$ cat config.mk
export PLATFORM = sky130hd
export DESIGN_NAME = fp16_accumulator
export DESIGN_NICKNAME = d
export VERILOG_FILES = /design/src/rtl/softmax_fp16_pkg.sv /design/src/rtl/fp16_align_shift.sv /design/src/rtl/fp16_accumulator.sv
export SDC_FILE = /design/constraint.sdc
export NUM_CORES = 1
export LEC_CHECK = 0
export ABC_AREA = 0
export BUFFER_PORTS_ARGS = -buffer_cell sky130_fd_sc_hd__buf_4
export CAP_MARGIN = 20
export CORE_MARGIN = 1
export CORE_UTILIZATION = 57
export DETAILED_ROUTE_END_ITERATION = 16
export HOLD_SLACK_MARGIN = 0.1
export PLACE_DENSITY_LB_ADDON = 0.1
export SLEW_MARGIN = 20
export SYNTH_ARGS = -nofsm -noshare
export SYNTH_HDL_FRONTEND = slang
export SYNTH_SLANG_ARGS = --single-unit
$ cat constraint.sdc
create_clock -name clk -period 5.4 [get_ports clk]
set_input_delay 0.54 -clock clk [delete_from_list [all_inputs] [get_ports clk]]
set_output_delay 0.54 -clock clk [all_outputs]
set_load 0.02 [all_outputs]
$ cat src/rtl/softmax_fp16_pkg.sv
// FP16 constants, accumulator state type and operand unpacking for the softmax datapath.
// Operand decoding depends on FP16_ACC_SUBNORM_EN (subnormal support vs flush-to-zero).
package softmax_fp16_pkg;

   localparam int          FP16_BIAS    = 15;
   localparam int          FP16_EXP_MAX = 31;
   localparam logic [15:0] FP16_POS_INF = 16'h7C00;
   localparam logic [15:0] FP16_QNAN    = 16'h7E00;
   localparam int          ALIGN_W      = 14;

   typedef enum logic [1:0] {IDLE, ALIGN, NORM, DONE} acc_state_t;

   typedef struct packed {
      logic        sign;
      logic [4:0]  exp;
      logic [10:0] sig;
      logic        is_zero;
      logic        is_special;
   } fp16_fields_t;

   // Effective exponent and significand with the hidden bit made explicit.
   function automatic fp16_fields_t fp16_unpack(input logic [15:0] v);
      fp16_fields_t f;
      f.sign       = v[15];
      f.is_special = (v[14:10] == 5'(FP16_EXP_MAX));
`ifdef FP16_ACC_SUBNORM_EN
      f.is_zero    = (v[14:0] == 15'd0);
      f.exp        = (v[14:10] == 5'd0) ? 5'd1 : v[14:10];
      f.sig        = {(v[14:10] != 5'd0), v[9:0]};
`else
      f.is_zero    = (v[14:10] == 5'd0);
      f.exp        = v[14:10];
      f.sig        = f.is_zero ? 11'd0 : {1'b1, v[9:0]};
`endif
      return f;
   endfunction

   function automatic logic [3:0] lzc14(input logic [13:0] v);
      logic [3:0] n;
      logic       found;
      n     = 4'd14;
      found = 1'b0;
      for (int i = 13; i >= 0; i--) begin
         if (!found && v[i]) begin
            n     = 4'(13 - i);
            found = 1'b1;
         end
      end
      return n;
   endfunction

endpackage

$ cat src/rtl/fp16_align_shift.sv
// Right shifter for the smaller significand; bits shifted out are OR-ed into the LSB (sticky).
module fp16_align_shift
   import softmax_fp16_pkg::*;
(
   input  logic [ALIGN_W-1:0] data,
   input  logic [4:0]         shamt,
   output logic [ALIGN_W-1:0] shifted
);

   logic [ALIGN_W-1:0] base;
   logic [ALIGN_W-1:0] mask;

   always_comb begin
      if (shamt >= 5'(ALIGN_W)) begin
         base = '0;
         mask = '1;
      end else begin
         base = data >> shamt;
         mask = (ALIGN_W'(1) << shamt) - ALIGN_W'(1);
      end
      shifted = {base[ALIGN_W-1:1], base[0] | (|(data & mask))};
   end

endmodule

$ cat src/rtl/fp16_accumulator.sv
// Serial FP16 adder-accumulator producing a softmax denominator and element count.
// Define FP16_ACC_SUBNORM_EN to keep subnormal inputs/results instead of flushing them to +0.
//
// state | meaning
// IDLE  | in_ready high, waiting for an element
// ALIGN | order operands by magnitude, align the smaller significand
// NORM  | add/subtract, normalise, round, write acc
// DONE  | sum_valid high, outputs frozen until sum_ready
module fp16_accumulator
   import softmax_fp16_pkg::*;
#(
   parameter  int MAX_LEN = 64,
   localparam int CNT_W   = $clog2(MAX_LEN + 1)
) (
   input  logic             clk,
   input  logic             reset_b,
   input  logic             clear,
   input  logic             in_valid,
   output logic             in_ready,
   input  logic [15:0]      in_data,
   input  logic             in_last,
   output logic             sum_valid,
   input  logic             sum_ready,
   output logic [15:0]      sum_data,
   output logic [CNT_W-1:0] sum_count,
   output logic             overflow
);

   acc_state_t       state;
   logic [15:0]      acc;
   logic [15:0]      opnd;
   logic             last_q;
   logic [CNT_W-1:0] count;

   logic [13:0] big_q, small_q;
   logic [4:0]  exp_q;
   logic        sign_q, sub_q;
   logic        bypass_q, bypass_ovf_q;
   logic [15:0] bypass_val_q;

   fp16_fields_t ua, ub;
   logic         a_big;
   logic [10:0]  big_sig, small_sig;
   logic [4:0]   big_exp, small_exp, shamt;
   logic         big_sign;
   logic [13:0]  small_al;
   logic         bypass;
   logic         bypass_ovf;
   logic [15:0]  bypass_val;

   always_comb begin
      ua        = fp16_unpack(acc);
      ub        = fp16_unpack(opnd);
      a_big     = (ua.exp > ub.exp) || ((ua.exp == ub.exp) && (ua.sig >= ub.sig));
      big_sig   = a_big ? ua.sig  : ub.sig;
      big_exp   = a_big ? ua.exp  : ub.exp;
      big_sign  = a_big ? ua.sign : ub.sign;
      small_sig = a_big ? ub.sig  : ua.sig;
      small_exp = a_big ? ub.exp  : ua.exp;
      shamt     = big_exp - small_exp;

      // Specials and zero operands skip the adder so they come out bit-exact.
      bypass     = 1'b1;
      bypass_ovf = 1'b0;
      bypass_val = acc;
      if (ub.is_special) begin
         bypass_val = FP16_QNAN;
         bypass_ovf = 1'b1;
      end else if (ua.is_special || ub.is_zero) begin
         bypass_val = acc;
      end else if (ua.is_zero) begin
         bypass_val = opnd;
      end else begin
         bypass = 1'b0;
      end
   end

   fp16_align_shift u_align_shift (
      .data    ({small_sig, 3'b000}),
      .shamt   (shamt),
      .shifted (small_al)
   );

   logic [14:0] sum15;
   logic [3:0]  lz;
   logic [4:0]  sh;
   logic [13:0] norm_sig;
   logic [5:0]  norm_exp, exp_field;
   logic        uflow, rnd_up, arith_ovf;
   logic [15:0] rounded, arith_res;

   always_comb begin
      sum15    = sub_q ? ({1'b0, big_q} - {1'b0, small_q}) : ({1'b0, big_q} + {1'b0, small_q});
      lz       = lzc14(sum15[13:0]);
      sh       = '0;
      uflow    = 1'b0;
      norm_sig = '0;
      norm_exp = '0;
      if (sum15[14]) begin
         norm_sig = {sum15[14:2], sum15[1] | sum15[0]};
         norm_exp = {1'b0, exp_q} + 6'd1;
      end else begin
`ifdef FP16_ACC_SUBNORM_EN
         sh = ({1'b0, lz} >= exp_q) ? (exp_q - 5'd1) : {1'b0, lz};
`else
         sh    = {1'b0, lz};
         uflow = ({1'b0, lz} >= exp_q);
`endif
         norm_sig = sum15[13:0] << sh;
         norm_exp = {1'b0, exp_q} - {1'b0, sh};
      end
      exp_field = norm_sig[13] ? norm_exp : 6'd0;
      rnd_up    = norm_sig[2] & (norm_sig[3] | norm_sig[1] | norm_sig[0]);
      // A mantissa carry from rounding ripples straight into the exponent field.
      rounded   = {exp_field, norm_sig[12:3]} + 16'(rnd_up);
      arith_ovf = 1'b0;
      if ((sum15 == 15'd0) || uflow) begin
         arith_res = '0;
      end else if (rounded[15:10] >= 6'(FP16_EXP_MAX)) begin
         arith_res = {sign_q, FP16_POS_INF[14:0]};
         arith_ovf = 1'b1;
      end else begin
         arith_res = {sign_q, rounded[14:0]};
      end
   end

   always_ff @(posedge clk or negedge reset_b) begin
      if (!reset_b) begin
         state        <= IDLE;
         acc          <= '0;
         opnd         <= '0;
         last_q       <= 1'b0;
         count        <= '0;
         overflow     <= 1'b0;
         in_ready     <= 1'b0;
         sum_valid    <= 1'b0;
         big_q        <= '0;
         small_q      <= '0;
         exp_q        <= '0;
         sign_q       <= 1'b0;
         sub_q        <= 1'b0;
         bypass_q     <= 1'b0;
         bypass_ovf_q <= 1'b0;
         bypass_val_q <= '0;
      end else if (clear) begin
         state     <= IDLE;
         acc       <= '0;
         count     <= '0;
         overflow  <= 1'b0;
         last_q    <= 1'b0;
         in_ready  <= 1'b0;
         sum_valid <= 1'b0;
      end else begin
         case (state)
            IDLE: begin
               if (in_ready && in_valid) begin
                  opnd     <= in_data;
                  last_q   <= in_last;
                  count    <= count + CNT_W'(1);
                  in_ready <= 1'b0;
                  state    <= ALIGN;
               end else begin
                  in_ready <= 1'b1;
               end
            end
            ALIGN: begin
               big_q        <= {big_sig, 3'b000};
               small_q      <= small_al;
               exp_q        <= big_exp;
               sign_q       <= big_sign;
               sub_q        <= ua.sign ^ ub.sign;
               bypass_q     <= bypass;
               bypass_ovf_q <= bypass_ovf;
               bypass_val_q <= bypass_val;
               state        <= NORM;
            end
            NORM: begin
               acc      <= bypass_q ? bypass_val_q : arith_res;
               overflow <= overflow | (bypass_q ? bypass_ovf_q : arith_ovf);
               if (last_q || (count == CNT_W'(MAX_LEN))) begin
                  sum_valid <= 1'b1;
                  state     <= DONE;
               end else begin
                  in_ready <= 1'b1;
                  state    <= IDLE;
               end
            end
            DONE: begin
               if (sum_ready) begin
                  sum_valid <= 1'b0;
                  acc       <= '0;
                  count     <= '0;
                  overflow  <= 1'b0;
                  in_ready  <= 1'b1;
                  state     <= IDLE;
               end
            end
            default: state <= IDLE;
         endcase
      end
   end

   assign sum_data  = acc;
   assign sum_count = count;

endmodule

# Yosys cells after proc, flatten, opt, wreduce, memory -nomap -nowiden
# Index checks and enable logic that the tools add are counted.
[word_totals]
ff_bits = 95
elab_cells = 182
[classes]
addsub = 8
magnitude_cmp = 5
n_eq_ne = 11
shifts = 3
n_mux = 80
bitwise = 9
n_reduce_logical = 50
[op_table]
columns = ["operator", "n"]
rows = [
  ["16-bit 2-to-1 mux", 7],
  ["4-bit 2-to-1 mux", 14],
  ["11-bit 2-to-1 mux", 4],
  ["14-bit 2-to-1 mux", 3],
  ["1-bit 2-to-1 mux", 33],
  ["16-bit case mux with 2 select lines", 1],
  ["15-bit 2-to-1 mux", 2],
  ["7-bit 2-to-1 mux", 3],
  ["16-bit by 1-bit adder with 16-bit output", 1],
  ["14-bit by 14-bit adder with 15-bit output", 1],
  ["1-bit logical AND", 15],
  ["15-bit zero test", 1],
  ["14-bit by 14-bit subtractor with 15-bit output", 1],
  ["14-bit bitwise AND", 1],
  ["7-bit case mux with 2 select lines", 1],
  ["14-bit OR reduction", 1],
  ["1-bit by 5-bit << shifter with 14-bit output (first input constant)", 1],
  ["14-bit by 4-bit << shifter with 14-bit output", 1],
  ["14-bit by 5-bit right shift with 14-bit output", 1],
  ["14-bit by 2-bit subtractor with 14-bit output (second input constant)", 1],
  ["1-bit zero test", 13],
  ["6-bit 2-to-1 mux", 2],
  ["3-bit != test (second input constant)", 4],
  ["3-bit AND reduction", 4],
  ["30 further kinds", 50],
]

# Depth between registers and ports, before layout
[logic_depth]
ltp_word = 55
mapped_depth = 29
ltp_nobuf = 27

# By module
# Synthesis repeated with hierarchy kept, for this count alone.
[hier_totals]
hier_cells = 1158
hier_area_um2 = 8988.6
[by_module_without_submodules]
columns = ["module", "n_inst", "cells_each", "area_per_inst_um2", "seq_area_each_um2"]
rows = [
  ["fp16_accumulator", 1, 1015, 8049.0, 2377.3],
  ["fp16_align_shift", 1, 143, 939.7, 0.0],
]

# Least setup slack after synthesis
# Ideal clock, no wire load.
[synth_timing]
path_type = "register to register"
startpoint = "reg small_q[4]"
endpoint = "reg acc[2], in the netlist sum_data[2]"
setup_time_ns = 0.092
t_arrival_ns = 5.385
required_ns = 5.308
slack_ns = -0.077
path_stages_with_launch = 30
synth_period_minus_slack_ns = 5.477
path_cell_list = "dfrtp_1 > inv_1 > ha_1 > buf_2 > nor2b_2 > o311ai_2 > a2111oi_4 > o221ai_1 > a311o_2 > or2_0 > buf_6 > nor3_4 > inv_1 > nand2_1 > inv_2 > ha_1 > fa_1 > nor2b_1 > o21ai_0 > nand2b_1 > nor2_1 > a41oi_1 > xor2_1 > nor2b_1 > nand2_1 > o41ai_2 > nor2_1 > or2_1 > buf_6 > o31ai_2"
[synth_via]
elab_chain_cells = 54
[synth_rtl]
columns = ["item", "line_no", "rtl"]
rows = [
  ["start: declaration", "fp16_accumulator.sv:35", "logic [13:0] big_q, small_q;"],
  ["start signal: assignment", "fp16_accumulator.sv:168", "small_q <= small_al;"],
  ["14-bit by 14-bit adder with 15-bit output or 14-bit by 14-bit subtractor with 15-bit output (tied branches)", "fp16_accumulator.sv:93", "sum15 = sub_q ? ({1'b0, big_q} - {1'b0, small_q}) : ({1'b0, big_q} + {1'b0, small_q});"],
  ["15-bit 2-to-1 mux (*)", "fp16_accumulator.sv:93", ""],
  ["1-bit 2-to-1 mux", "softmax_fp16_pkg.sv:44", "if (!found && v[i]) begin"],
  ["1-bit zero test", "softmax_fp16_pkg.sv:44", ""],
  ["1-bit logical AND", "softmax_fp16_pkg.sv:44", ""],
  ["1-bit 2-to-1 mux", "softmax_fp16_pkg.sv:44", ""],
  ["1-bit zero test", "softmax_fp16_pkg.sv:44", ""],
  ["1-bit logical AND", "softmax_fp16_pkg.sv:44", ""],
  ["[38 not listed]", "--", ""],
  ["1-bit bitwise AND", "fp16_accumulator.sv:113", "rnd_up = norm_sig[2] & (norm_sig[3] | norm_sig[1] | norm_sig[0]);"],
  ["16-bit by 1-bit adder with 16-bit output", "fp16_accumulator.sv:115", "rounded = {exp_field, norm_sig[12:3]} + 16'(rnd_up);"],
  ["6-bit by 5-bit greater-or-equal comparator with 1-bit output", "fp16_accumulator.sv:119", "end else if (rounded[15:10] >= 6'(FP16_EXP_MAX)) begin"],
  ["15-bit 2-to-1 mux", "fp16_accumulator.sv:119", ""],
  ["16-bit 2-to-1 mux (*)", "fp16_accumulator.sv:117", "if ((sum15 == 15'd0) || uflow) begin"],
  ["16-bit 2-to-1 mux (*)", "fp16_accumulator.sv:178", "acc <= bypass_q ? bypass_val_q : arith_res;"],
  ["16-bit case mux with 2 select lines (*)", "fp16_accumulator.sv:154", "case (state)"],
  ["16-bit 2-to-1 mux (*)", "fp16_accumulator.sv:145", "end else if (clear) begin"],
  ["end signal: assignment", "fp16_accumulator.sv:178", ""],
  ["end: declaration", "fp16_accumulator.sv:30", "logic [15:0] acc;"],
]
# Every way passes the cells marked *; elsewhere a longest branch is shown, timed or not.
# A chain may end at the register's enable or synchronous reset.

# Worst setup path after layout
[layout_timing]
startpoint = "reg big_q[3]"
endpoint = "reg acc[2], in the netlist sum_data[2]"
[layout_via]
elab_chain_cells = 54
[layout_rtl]
columns = ["item", "line_no", "rtl"]
rows = [
  ["start: declaration", "fp16_accumulator.sv:35", ""],
  ["start signal: assignment", "fp16_accumulator.sv:167", "big_q <= {big_sig, 3'b000};"],
  ["14-bit by 14-bit adder with 15-bit output or 14-bit by 14-bit subtractor with 15-bit output (tied branches)", "fp16_accumulator.sv:93", ""],
  ["15-bit 2-to-1 mux (*)", "fp16_accumulator.sv:93", ""],
  ["1-bit 2-to-1 mux", "softmax_fp16_pkg.sv:44", ""],
  ["1-bit zero test", "softmax_fp16_pkg.sv:44", ""],
  ["1-bit logical AND", "softmax_fp16_pkg.sv:44", ""],
  ["1-bit 2-to-1 mux", "softmax_fp16_pkg.sv:44", ""],
  ["1-bit zero test", "softmax_fp16_pkg.sv:44", ""],
  ["1-bit logical AND", "softmax_fp16_pkg.sv:44", ""],
  ["[38 not listed]", "--", ""],
  ["1-bit bitwise AND", "fp16_accumulator.sv:113", ""],
  ["16-bit by 1-bit adder with 16-bit output", "fp16_accumulator.sv:115", ""],
  ["6-bit by 5-bit greater-or-equal comparator with 1-bit output", "fp16_accumulator.sv:119", ""],
  ["15-bit 2-to-1 mux", "fp16_accumulator.sv:119", ""],
  ["16-bit 2-to-1 mux (*)", "fp16_accumulator.sv:117", ""],
  ["16-bit 2-to-1 mux (*)", "fp16_accumulator.sv:178", ""],
  ["16-bit case mux with 2 select lines (*)", "fp16_accumulator.sv:154", ""],
  ["16-bit 2-to-1 mux (*)", "fp16_accumulator.sv:145", ""],
]
# Marks and branches as above.

==> summary.txt <==
Timing
  – Min Tclk post-route: 5460 ps
  – Worst Hold Slack: between 100 and 150 ps
  – RSZ-0062 raised after global routing: true
  – Tcrit/Tclk final: 101%
  – Relative slew slack: between 40% and 50%
  – Worst slew pin tran: 854 ps
  – Final Worst Setup Slack: -63.6 ps
  – TNS Setup: -116 ps
  – Peak Freq: approximately 180 MHz
  – Max Slew Vio Count: 0
  – Final hold viol count: 0
  – Setup violators final: 4
  – Final Skew: 10.5 ps

Clock tree
  – Inserted Clock Buffers: 9
  – Clk buf depth: 2
  – TritonCTS clock tree: yes
  – Clk_lat worst skew: 350 ps
  – CTS clk-pin slew, worst paths: approximately 80 ps
  – Clk sinks: 95
  – H-tree Lvls: 3
  – Root buffer cell: clkbuf_16

Finish
  – Fin util: 75.7%
  – Layout fillers: about 1100
  – ANT cells: 0
  – Layout area overhead: 28.2%
  – Final-stage net count: 1340
  – Most common cell after layout, fill and taps aside: buf_4
  – Proportion of layout cells with a drive suffix above 1: 29.5%
  – Fin area: between 0.01 and 0.015 mm²
  – Commonest non-fill, non-tap cells in the layout: buf_4 (206), nand2_1 (119), dfrtp_1 (94), nor2_1 (84), o21ai_0 (70)

Place
  – Port Buffers: 47
  – GPL Wtd Cong: between 1 and 1.5
  – Post-DP Area: around 0.011 mm²
  – Final HPWL DP: around 23000 µm

Yosys
  – Syn avg cell area: ~8 µm²
  – Count of state elements after synthesis: 95
  – Yosys cell types: 100
  – Synthesized net count: 1173
  – Async S/R FF share, synth: 100%
  – Cell count after synthesis: 1100
  – Sequential share of the synthesized area: between 20% and 30%
  – Most used DFF post-synth: dfrtp_1
  – EDFF count, synth: 0
  – Yosys warns: 0
  – Synthesized cell area: 0.00907 mm²

Critical path
  – Startpoint Class: flip-flop
  – Top delay family on crit path: compound AO/OA/AOI/OAI gates
  – Critical path type: reg2reg
  – Critical path buffers and inverters: 3
  – CP required: 5640 ps
  – Largest stage delay, worst path: 600 ps
  – CP Cell Sequence: ha_2 > inv_2 > fa_2 > nor3b_1 > a221o_1 > a311o_1 > nor2_1 > o21ai_1 > or4_4 > buf_4 > and2_4 > a311o_1 > o21ai_0 > a31o_2 > nand2_1 > or4_4 > o41ai_2 > nor2_2 > or2_4 > buf_12 > o31ai_2
  – CP max stage cell: or4_4
  – CP Max Fanout: 5
  – Worst Path Arrival: around 5700 ps
  – Critical Path Sink Type: flip-flop

Floorplanning
  – Die Y: between 100 and 150 µm
  – Core area: between 0.015 and 0.02 mm²
  – Die Area: between 0.015 and 0.02 mm²
  – Die Wd: between 100 and 150 µm
  – Starting Density: around three fifths
  – IO Pins: 48
  – # rows: between 40 and 50

Global route
  – Congestion Overflow GR: 0
  – Initial antenna violation count: 0
  – Largest net degree at the start of global routing: 68
  – Vias in the first global route: approximately 9000
  – Total Routing Usage GR: 37.3%
  – First-pass GRT wire length: between 40000 and 50000 µm

Detailed routing
  – DR WL/cell: 20.6 µm
  – DR pass1 iterations: 8
  – Routed WL: 30500 µm
  – DR iter-0 viols: 1046
  – Vias post-DR: ~9600
  – Residual DRC: 0
  – Vias per cell: ~6.5
  – Post-DRT Antenna Nets: 0

Status
  – Status: complete, but fails checks
  – Failing checks: negative setup slack

Min path
  – Worst Hold Class: in2async

Run
  – Max_cap viols: 0
## state kept, by name, indices dropped and copies added (netlist names)
signal,count
sub_q,1
last_q,1
in_ready,1
exp_q,5
sum_data,16
overflow,1
small_q,14
sign_q,1
state,2
bypass_val_q,16
bypass_q,1
big_q,11
sum_valid,1
bypass_ovf_q,1
sum_count,7
opnd,16
## timing repair
| action | 4_1_cts | 5_1_grt |
|---|---|---|
| pin swaps | 17 | 48 |
| setup endpoints to repair | 16 | 16 |
| hold endpoints to repair | 0 | 0 |
| hold buffers | 0 | 0 |
| cloned | 0 | 1 |
| gates resized for setup | 31 | 80 |
| buffers inserted | 5 | 9 |
## cell type report
cell class                      instances  area (µm²)  area share, %
Inverter                               55         209           1.80
Multi-Input combinational cell        888        6770           58.2
Clock inverter                          6        76.3          0.656
Timing Repair Buffer                  218        1710           14.7
Tap cell                              211         264           2.27
Clock buffer                            9         225           1.94
Sequential cell                        95        2380           20.4
## per-layer routing
layer	wire length (µm)	vias up	track usage (%)
met5	0	-	0
met4	1350	0	14.8
met3	2010	124	3.92
met2	14400	485	62.3
met1	12700	4612	49.6
li1	-	4415	-
## cell families (layout without fill, tap and decap cells)
| family | after synthesis | after routing | share of synthesized area, % |
|---|---|---|---|
| multiplexers | 68 | 68 | 7.72 |
| flip-flops | 95 | 95 | 26.2 |
| adder cells (fa/ha/maj) | 51 | 51 | 7.20 |
| AND/OR/NAND/NOR | 387 | 387 | 21.9 |
| AO/OA/AOI/OAI | 348 | 348 | 27.9 |
| buffers and inverters | 117 | 288 | 5.49 |
| XOR/XNOR | 34 | 34 | 3.57 |
## metrics by stage
step / cells / setup WS (ps)
6_report: 1482 / -63.6
5_1_grt: 1482 / -307
4_1_cts: 1472 / 4.97
3_5_place_dp: 1452 / -203
3_3_place_gp: 1452 / -47.2
2_1_floorplan: 1100 / 16.4
## final timing paths
kind	slack, ps	end	start	cells after the start
worst min register to register	490	sign_q$_DFFE_PN0P_	sign_q$_DFFE_PN0P_	2
worst min-delay path	100	big_q[9]$_DFFE_PN0P_	reset_b	1
worst max-delay path	-60	sum_data[2]$_DFFE_PN0P_	big_q[3]$_DFFE_PN0P_	21
min in group clk	390	opnd[14]$_DFFE_PN0P_	in_data[14]	3
max in group asynchronous	4100	small_q[0]$_DFFE_PN0P_	reset_b	2
worst max register to register	-60	sum_data[2]$_DFFE_PN0P_	big_q[3]$_DFFE_PN0P_	21
## Yosys cell counts, types with 5 or more instances
cell type	number	area, µm²
a211o_1	6	52.6
a211oi_1	19	143
a21o_1	5	37.5
a21oi_1	62	310
a22o_1	8	70.1
a22oi_1	17	128
a31oi_1	8	50.1
a41oi_1	6	52.6
and2_1	12	75.1
and3_1	15	93.8
buf_2	14	70.1
clkbuf_1	38	143
dfrtp_1	95	2380
ha_1	49	613
inv_1	51	191
mux2_2	16	180
mux2i_1	52	521
nand2_1	125	469
nand2b_1	15	93.8
nand3_1	24	120
nand4_1	15	93.8
nor2_1	87	327
nor2b_1	19	119
nor3_1	22	110
nor4_1	5	31.3
o211ai_1	11	82.6
o21a_1	18	135
o21ai_0	74	370
o21ai_1	16	80.1
o22ai_1	12	75.1
o31ai_1	10	75.1
o31ai_2	7	87.6
o32a_1	7	70.1
or3_1	7	43.8
xnor2_1	20	175
xor2_1	12	105
Power is left out: the tool's default activity adds up to more than one toggle a clock period on the data nets, which glitch-free logic cannot reach.
